--- src/rtl/ext_unit_arbiter.sv ---
// rtl/ext_unit_arbiter.sv - round-robin shared immediate extender with single-entry result register
// Optional grant counters when EXT_ARB_STATS_EN is defined.
module ext_unit_arbiter #(
    parameter int IMM_W      = 16,
    parameter int OUT_W      = 32,
    parameter int RESET_PRIO = 0
) (
    input  logic             clk_i,
    input  logic             rst_i,
    input  logic             req0_valid_i,
    input  logic [IMM_W-1:0] req0_imm_i,
    input  logic [1:0]       req0_mode_i,
    output logic             req0_ready_o,
    input  logic             req1_valid_i,
    input  logic [IMM_W-1:0] req1_imm_i,
    input  logic [1:0]       req1_mode_i,
    output logic             req1_ready_o,
    output logic             res_valid_o,
    output logic [OUT_W-1:0] res_data_o,
    output logic             res_id_o,
    input  logic             res_ready_i
`ifdef EXT_ARB_STATS_EN
    ,
    output logic [15:0]      grant0_cnt_o,
    output logic [15:0]      grant1_cnt_o
`endif
);

    typedef enum logic {ST_EMPTY, ST_FULL} state_t;

    state_t           r_state;
    logic             r_prio;
    logic [OUT_W-1:0] r_data;
    logic             r_id;

    logic             w_grant1;
    logic             w_can_accept;
    logic             w_acc0;
    logic             w_acc1;
    logic             w_accept;
    logic [IMM_W-1:0] w_sel_imm;
    logic [1:0]       w_sel_mode;
    logic [OUT_W-1:0] w_ext;

    function automatic logic [OUT_W-1:0] extend(input logic [IMM_W-1:0] imm, input logic [1:0] mode);
        logic [OUT_W-1:0] v;
        case (mode)
            2'b00:   v = {{(OUT_W-IMM_W){imm[IMM_W-1]}}, imm};
            2'b01:   v = {{(OUT_W-IMM_W){1'b0}}, imm};
            2'b10:   v = {imm, {(OUT_W-IMM_W){1'b0}}};
            default: v = {{(OUT_W-IMM_W-2){imm[IMM_W-1]}}, imm, 2'b00};
        endcase
        return v;
    endfunction

    // r_prio names the requester that wins when both are valid.
    assign w_grant1     = req1_valid_i & (~req0_valid_i | r_prio);
    assign w_can_accept = (r_state == ST_EMPTY) | res_ready_i;
    assign req0_ready_o = req0_valid_i & ~w_grant1 & w_can_accept;
    assign req1_ready_o = w_grant1 & w_can_accept;
    assign w_acc0       = req0_ready_o;
    assign w_acc1       = req1_ready_o;
    assign w_accept     = w_acc0 | w_acc1;
    assign w_sel_imm    = w_grant1 ? req1_imm_i  : req0_imm_i;
    assign w_sel_mode   = w_grant1 ? req1_mode_i : req0_mode_i;
    assign w_ext        = extend(w_sel_imm, w_sel_mode);

    assign res_valid_o  = (r_state == ST_FULL);
    assign res_data_o   = r_data;
    assign res_id_o     = r_id;

    always_ff @(posedge clk_i or negedge rst_i) begin
        if (!rst_i) begin
            r_state <= ST_EMPTY;
            r_data  <= '0;
            r_id    <= 1'b0;
            r_prio  <= (RESET_PRIO != 0);
        end else begin
            case (r_state)
                ST_EMPTY: begin
                    if (w_accept) r_state <= ST_FULL;
                end
                ST_FULL: begin
                    if (res_ready_i && !w_accept) r_state <= ST_EMPTY;
                end
                default: r_state <= ST_EMPTY;
            endcase
            // A drain and a load on the same edge keep the register full.
            if (w_accept) begin
                r_data <= w_ext;
                r_id   <= w_grant1;
                r_prio <= ~w_grant1;
            end
        end
    end

`ifdef EXT_ARB_STATS_EN
    logic [15:0] r_grant0_cnt;
    logic [15:0] r_grant1_cnt;

    always_ff @(posedge clk_i or negedge rst_i) begin
        if (!rst_i) begin
            r_grant0_cnt <= '0;
            r_grant1_cnt <= '0;
        end else begin
            if (w_acc0 && r_grant0_cnt != 16'hFFFF) r_grant0_cnt <= r_grant0_cnt + 16'd1;
            if (w_acc1 && r_grant1_cnt != 16'hFFFF) r_grant1_cnt <= r_grant1_cnt + 16'd1;
        end
    end

    assign grant0_cnt_o = r_grant0_cnt;
    assign grant1_cnt_o = r_grant1_cnt;
`endif

endmodule

--- config.mk ---
export PLATFORM = sky130hd
export DESIGN_NAME = ext_unit_arbiter
export DESIGN_NICKNAME = d
export VERILOG_FILES = /design/src/rtl/ext_unit_arbiter.sv
export SDC_FILE = /design/constraint.sdc
export NUM_CORES = 1
export LEC_CHECK = 0
export ABC_AREA = 1
export CORE_ASPECT_RATIO = 2
export CORE_MARGIN = 2
export CORE_UTILIZATION = 47
export DETAILED_ROUTE_END_ITERATION = 7
export PLACE_DENSITY = 0.85
export SYNTH_ARGS = -nofsm -noshare
export SYNTH_HDL_FRONTEND = slang
export SYNTH_SLANG_ARGS = --single-unit
--- constraint.sdc ---
create_clock -name clk_i -period 3 [get_ports clk_i]
set_input_delay 0.9 -clock clk_i [delete_from_list [all_inputs] [get_ports clk_i]]
set_output_delay 0.9 -clock clk_i [all_outputs]
set_load 0.01 [all_outputs]
==> impl_metrics.env, run 1 <==
export IMPL_viasPerCell=5.26
export IMPL_use_met3=0.0492
export IMPL_syn2layout_area_growth_pct=45.1
export IMPL_synthFlopType="dfrtp_1"
export IMPL_hp_class="register to register"
export IMPL_drv_cap=0
export IMPL_synth_top_family_by_area="simple AND/OR/NAND/NOR gates"
export IMPL_max_slew_worst_pin_slew_ns=0.490
export IMPL_drcViolationCount=0
export IMPL_synth_nets=317
export IMPL_ios=77
export IMPL_clk_latency_ns=0.29
export IMPL_avgSynthCellArea_um2=7.29
export IMPL_synth_simple_area_share=0.466
export IMPL_routedWlPerCell_um=13.5
export IMPL_fin_nets=394
export IMPL_ir_drop_uv=437
export IMPL_yosysSeqAreaShare=0.436
export IMPL_grt_pass1_vias=2065
export IMPL_die_w_um=50.3
export IMPL_htree_levels=2
export IMPL_syn_area_mm2=0.00201
export IMPL_synth_xor_area_share=0
export IMPL_top_usage_layer="met2"
export IMPL_antenna_found_initial=0
export IMPL_leakage_nw=1.49
export IMPL_startpoint_type="input port"
export IMPL_n_antenna_cell=0
export IMPL_max_freq_mhz=347
export IMPL_numPortBuffers=76
export IMPL_final_cells=406
export IMPL_powerDensity_mw_per_mm2=602
export IMPL_die_area_mm2=0.00485
export IMPL_slew_headroom=0.673
export IMPL_synth_edff_count=0
export IMPL_grt_overflow=0
export IMPL_synthAdderAreaFrac=0
export IMPL_async_reset_ff_frac=1.00
export IMPL_totalWireLength_mm=5.49
export IMPL_rows=33
export IMPL_timing_final_crit_period_ns=2.89
export IMPL_clock_sinks=35
export IMPL_setup_violations=0
export IMPL_via_count=2134
export IMPL_clk_pin_slew_ns=0.07
export IMPL_cts_tree="yes"
export IMPL_grt_max_degree=36
export IMPL_met2_usage=0.454
export IMPL_critPathKind="input port to output port"
export IMPL_initial_utilization=0.492
export IMPL_worstPathArrival_ns=1.99
export IMPL_synth_common_cells="nand2_1, nand3_1, dfrtp_1"
export IMPL_critPathMaxFanout=4
export IMPL_synthMuxAreaShare=0
export IMPL_drt_pass1_iter_count=4
export IMPL_report_final_hold_viol_count=0
export IMPL_dpl_worst_slack_ns=-0.196
export IMPL_period_share=0.962
export IMPL_root_buffer="clkbuf_8"
export IMPL_place_hpwl_mm=4.14
export IMPL_yosysUniqueCellTypes=18
export IMPL_end_kind="output port"
export IMPL_skew_ns=0.00266
export IMPL_timing_final_ws_setup_ns=0.114
export IMPL_final_antenna_net_count=0
export IMPL_fin_hold_ws_ns=0.477
export IMPL_drv_slew=0
export IMPL_grt_util_met1=0.259
export IMPL_rsz0062_at_grt="no"
export IMPL_drt_iter0_drc=49
export IMPL_synthTopCellsByArea="dfrtp_1, nand2_1, nand3_1, buf_6, buf_2"
export IMPL_cts_buffers=5
export IMPL_yosysMostFrequentCell="nand2_1"
export IMPL_worstPathRequired_ns=2.10
export IMPL_globalplace_congestion=0.869
export IMPL_yosys_warnings=0
export IMPL_synth_top_cell_area_share=0.436
export IMPL_outcome="finished, final reports clean"
export IMPL_netlist_instances=276
export IMPL_core_area_mm2=0.00409
export IMPL_dp_cells=398
export IMPL_dieHeight_um=96.5
export IMPL_grt_pass1_wl_mm=9.13
export IMPL_final_layout_size_suffix_gt1_frac=0.0989
export IMPL_synth_top_cell_by_area="dfrtp_1"
export IMPL_synth_seq_cells=35
export IMPL_globalRouteTotalUtil=0.246
export IMPL_clock_path_buffers=2
export IMPL_p_total_mw=1.76
export IMPL_synth_compound_area_frac=0.0162
## metal layers
metal	routed length (µm)	share of wire
met1	2030	0.37
met3	294	0.054
met2	2990	0.55
met5	0	0
met4	168	0.031
## critical path, stage by stage
cell             delay [ns]
clkdlybuf4s50_1        0.50
nand2_2                0.11
nand2_2                0.08
nand3_1                0.06
inv_1                  0.07
dlygate4sd2_1          0.26
## report_power, final
group	switching, mW	total (mW)	internal [mW]
registers	0.0627	0.642	0.579
clock network	0.174	0.442	0.269
logic	0.336	0.672	0.336
total	0.573	1.76	1.18
## cell usage in the layout, fill, tap and decap left out
cell type and n:
a22o_1 2, clkdlybuf4s50_1 74, nand2_4 2, clkinv_2 1
o21ai_1 1, inv_2 2, buf_4 11, inv_1 9
nand3_4 2, nand3_2 2, clkbuf_8 6, dlygate4sd2_1 2
nand2_2 7, o21ai_0 1, nand2_1 125, nand3_1 68
nand3b_1 1, nor2_2 1, bufinv_16 1, dfrtp_1 35
a21oi_1 1
## state kept, by name (all words and copies together), names as in the netlist
signal	cells
res_valid_o	1
res_data_o	32
res_id_o	1
r_prio	1
## metrics by stage
| stage | instance area (µm²) | TNS [ns] | util |
|---|---|---|---|
| 2_1_floorplan | 2010 | 0 | - |
| 3_3_place_gp | 2800 | -0.247 | 0.684 |
| 3_5_place_dp | 2800 | -0.330 | 0.684 |
| 4_1_cts | 2920 | 0 | 0.714 |
| 5_1_grt | 2920 | 0 | 0.714 |
| 6_report | 2920 | 0 | 0.714 |
## cell type report
| class | instances | area [µm²] |
|---|---|---|
| fill | 338 | 1170 |
| multi-input combinational | 213 | 977 |
| sequential | 35 | 876 |
| timing repair buffer | 87 | 841 |
| clock buffer | 6 | 82.6 |
| tap | 52 | 65.1 |
| inverter | 11 | 41.3 |
| clock inverter | 2 | 35.0 |
## cells by family (layout without fill, tap and decap cells)
family | count (synthesis) | in the layout
and+or+nand+nor | 208 | 208
buffers and inverters | 28 | 106
AOI/OAI and AO/OA | 5 | 5
DFF | 35 | 35
## path summary, 6_finish.rpt
path	startpoint	end	slack [ns]	cells after the start
max in group asynchronous	rst_i	res_data_o[12]$_DFFE_PN0P_	1.66	2
hold / removal	res_data_o[30]$_DFFE_PN0P_	res_data_o[30]$_DFFE_PN0P_	0.48	2
setup / recovery	req0_valid_i	req0_ready_o	0.11	6
setup reg to reg	r_prio$_DFFE_PN0P_	res_data_o[9]$_DFFE_PN0P_	1.10	10
min in group asynchronous	rst_i	res_data_o[31]$_DFFE_PN0P_	1.01	2
hold reg to reg	res_data_o[30]$_DFFE_PN0P_	res_data_o[30]$_DFFE_PN0P_	0.48	2
## timing repair
action | 4_1_cts | 5_1_grt
setup endpoints to repair | 2 | 0
buffers inserted | 0 | 0
endpoints found under the hold margin | 0 | 0
hold buffers | 0 | 0
resized for setup | 4 | 0
No activity file was read; power rests on OpenSTA's default activity.
==> run 2: changes to the inputs <==
--- a/config.mk
+++ b/config.mk
@@ -9,8 +9,10 @@
 export CORE_ASPECT_RATIO = 2
 export CORE_MARGIN = 2
 export CORE_UTILIZATION = 47
+export CTS_CLUSTER_SIZE = 16
 export DETAILED_ROUTE_END_ITERATION = 7
 export PLACE_DENSITY = 0.85
 export SYNTH_ARGS = -nofsm -noshare
 export SYNTH_HDL_FRONTEND = slang
 export SYNTH_SLANG_ARGS = --single-unit
+export TNS_END_PERCENT = 100
==> results of run 2 <==
Final layout, timing and power as in run 1 (identical DEF).
==> run 3: changes to the inputs <==
--- a/config.mk
+++ b/config.mk
@@ -8,10 +8,11 @@
 export ABC_AREA = 1
 export CORE_ASPECT_RATIO = 2
 export CORE_MARGIN = 2
-export CORE_UTILIZATION = 47
+export CORE_UTILIZATION = 35
 export CTS_CLUSTER_SIZE = 16
 export DETAILED_ROUTE_END_ITERATION = 7
-export PLACE_DENSITY = 0.85
+export GPL_TIMING_DRIVEN = 0
+export PLACE_DENSITY = 0.66
 export SYNTH_ARGS = -nofsm -noshare
 export SYNTH_HDL_FRONTEND = slang
 export SYNTH_SLANG_ARGS = --single-unit
==> impl_metrics.env, run 3 (synthesized netlist as in run 1, its figures left out) <==
export IMPL_drv_cap=0
export IMPL_fin_nets=399
export IMPL_critPathKind="input port to output port"
export IMPL_max_slew_worst_pin_slew_ns=0.802
export IMPL_drt_pass1_iter_count=4
export IMPL_ios=77
export IMPL_clock_sinks=35
export IMPL_grt_pass1_vias=2168
export IMPL_critPathMaxFanout=4
export IMPL_grt_max_degree=36
export IMPL_clock_path_buffers=2
export IMPL_core_area_mm2=0.00561
export IMPL_drv_slew=0
export IMPL_die_area_mm2=0.00640
export IMPL_ir_drop_uv=485
export IMPL_dpl_worst_slack_ns=-0.546
export IMPL_post_cts_setup_buffers=0
export IMPL_hp_class="register to register"
export IMPL_worstPathArrival_ns=1.94
export IMPL_drcViolationCount=0
export IMPL_post_dp_cell_area_mm2=0.00284
export IMPL_setup_violations=0
export IMPL_globalRouteTotalUtil=0.197
export IMPL_rows=39
export IMPL_grt_util_met1=0.216
export IMPL_worstPathRequired_ns=2.10
export IMPL_period_share=0.946
export IMPL_outcome="finished, final reports clean"
export IMPL_crit_chain="clkdlybuf4s50_1 > inv_1 > nand2_2 > nand3_2 > inv_1 > dlygate4sd2_1"
export IMPL_path_buf_inv=4
export IMPL_rsz0062_at_grt="no"
export IMPL_largest_reg_flops=32
export IMPL_report_final_hold_viol_count=0
export IMPL_startpoint_type="input port"
export IMPL_cp_common_cell="inv_1"
export IMPL_timing_final_ws_setup_ns=0.162
export IMPL_clk_latency_ns=0.28
export IMPL_antenna_found_initial=0
export IMPL_dieHeight_um=111
export IMPL_cts_tree="yes"
export IMPL_worst_path_largest_cell_delay_ns=0.47
export IMPL_die_w_um=57.6
export IMPL_end_kind="output port"
export IMPL_globalplace_congestion=0.876
export IMPL_final_antenna_net_count=0
export IMPL_skew_ns=0.00279
export IMPL_met2_usage=0.354
export IMPL_timing_final_crit_period_ns=2.84
export IMPL_viasPerCell=4.94
export IMPL_routedWlPerCell_um=14.0
export IMPL_clk_pin_slew_ns=0.05
export IMPL_use_met3=0.0420
export IMPL_top_usage_layer="met2"
export IMPL_drt_iter0_drc=61
export IMPL_initial_utilization=0.358
export IMPL_critPathTopFamily="buffers and inverters"
export IMPL_slew_headroom=0.465
export IMPL_final_cell_mix="nand2_1, clkdlybuf4s50_1, nand3_1"
export IMPL_n_antenna_cell=0
export IMPL_max_freq_mhz=352
export IMPL_powerDensity_mw_per_mm2=612
export IMPL_final_area_mm2=0.00299
export IMPL_syn2layout_area_growth_pct=48.7
export IMPL_numPortBuffers=76
export IMPL_post_route_util=0.533
export IMPL_fin_hold_ws_ns=0.475
export IMPL_grt_pass1_wl_mm=9.90
export IMPL_crit_slowest_cell="clkdlybuf4s50_1"
export IMPL_place_hpwl_mm=4.66
export IMPL_root_buffer="clkbuf_16"
export IMPL_htree_levels=2
export IMPL_via_count=2074
export IMPL_mostFrequentLayoutCell="nand2_1"
export IMPL_holdBufCountCts=0
export IMPL_num_fill_cells=564
export IMPL_leakage_nw=1.53
export IMPL_totalWireLength_mm=5.86
export IMPL_grt_overflow=0
export IMPL_cts_buffers=5
export IMPL_final_layout_size_suffix_gt1_frac=0.111
==> run 3: changes by cell type in the layout (fill, tap and decap cells not counted), sizes merged <==
cell / delta
clkbuf: +1
clkdlybuf4s15: +1
clkdlybuf4s50: -3
bufinv: -1
buf: +6
dlymetal6s2s: +1
==> run 3: final timing paths <==
kind / from / end / slack, ns / cells after the start
max reg2reg: r_prio$_DFFE_PN0P_ / res_data_o[3]$_DFFE_PN0P_ / 1.44 / 11
min in group asynchronous: rst_i / res_data_o[17]$_DFFE_PN0P_ / 0.71 / 1
min: res_data_o[20]$_DFFE_PN0P_ / res_data_o[20]$_DFFE_PN0P_ / 0.48 / 2
max in group asynchronous: rst_i / res_data_o[4]$_DFFE_PN0P_ / 1.79 / 1
max: res_ready_i / req1_ready_o / 0.16 / 6
min reg2reg: res_data_o[20]$_DFFE_PN0P_ / res_data_o[20]$_DFFE_PN0P_ / 0.48 / 2
==> run 3: timing repair <==
action / in CTS / in global routing
pin swaps: 0 / 1
endpoints found under the hold margin: 0 / 0
endpoints found under the setup margin: 2 / 1
resized for setup: 9 / 1
==> run 3: layer usage <==
layer	vias to the layer above	part of all wire
met3	12	0.063
li1	1045	-
met1	943	0.39
met2	74	0.53
met4	0	0.022
met5	-	0
==> run 3: tightest hold or removal path, stage by stage (launching register included) <==
cell and delay (ns):
dfrtp_1 0.34, nand2_1 0.05, nand2_1 0.05
==> run 3: layout make-up <==
cell class	count	area (µm²)	share of cell area
Multi-Input combinational cell	213	977	0.327
Clock buffer	7	133	0.0444
Tap cell	61	76.3	0.0255
Buffer	16	125	0.0418
Sequential cell	35	876	0.293
Timing Repair Buffer	76	757	0.253
Clock inverter	1	5.00	0.00167
Inverter	11	41.3	0.0138
==> run 3: report_power, final <==
group	internal (mW)	switching, mW
Sequential	0.580	0.0615
Clock	0.307	0.192
Combinational	0.346	0.344
==> run 3: metrics by stage <==
stage | std cells | setup TNS [ns] | power, mW
floorplan | 276 | 0 | 0.977
global placement | 413 | -0.715 | 1.33
detailed placement | 413 | -0.745 | 1.34
CTS | 420 | 0 | 1.85
global route | 420 | 0 | 1.94
finish | 420 | 0 | 1.83
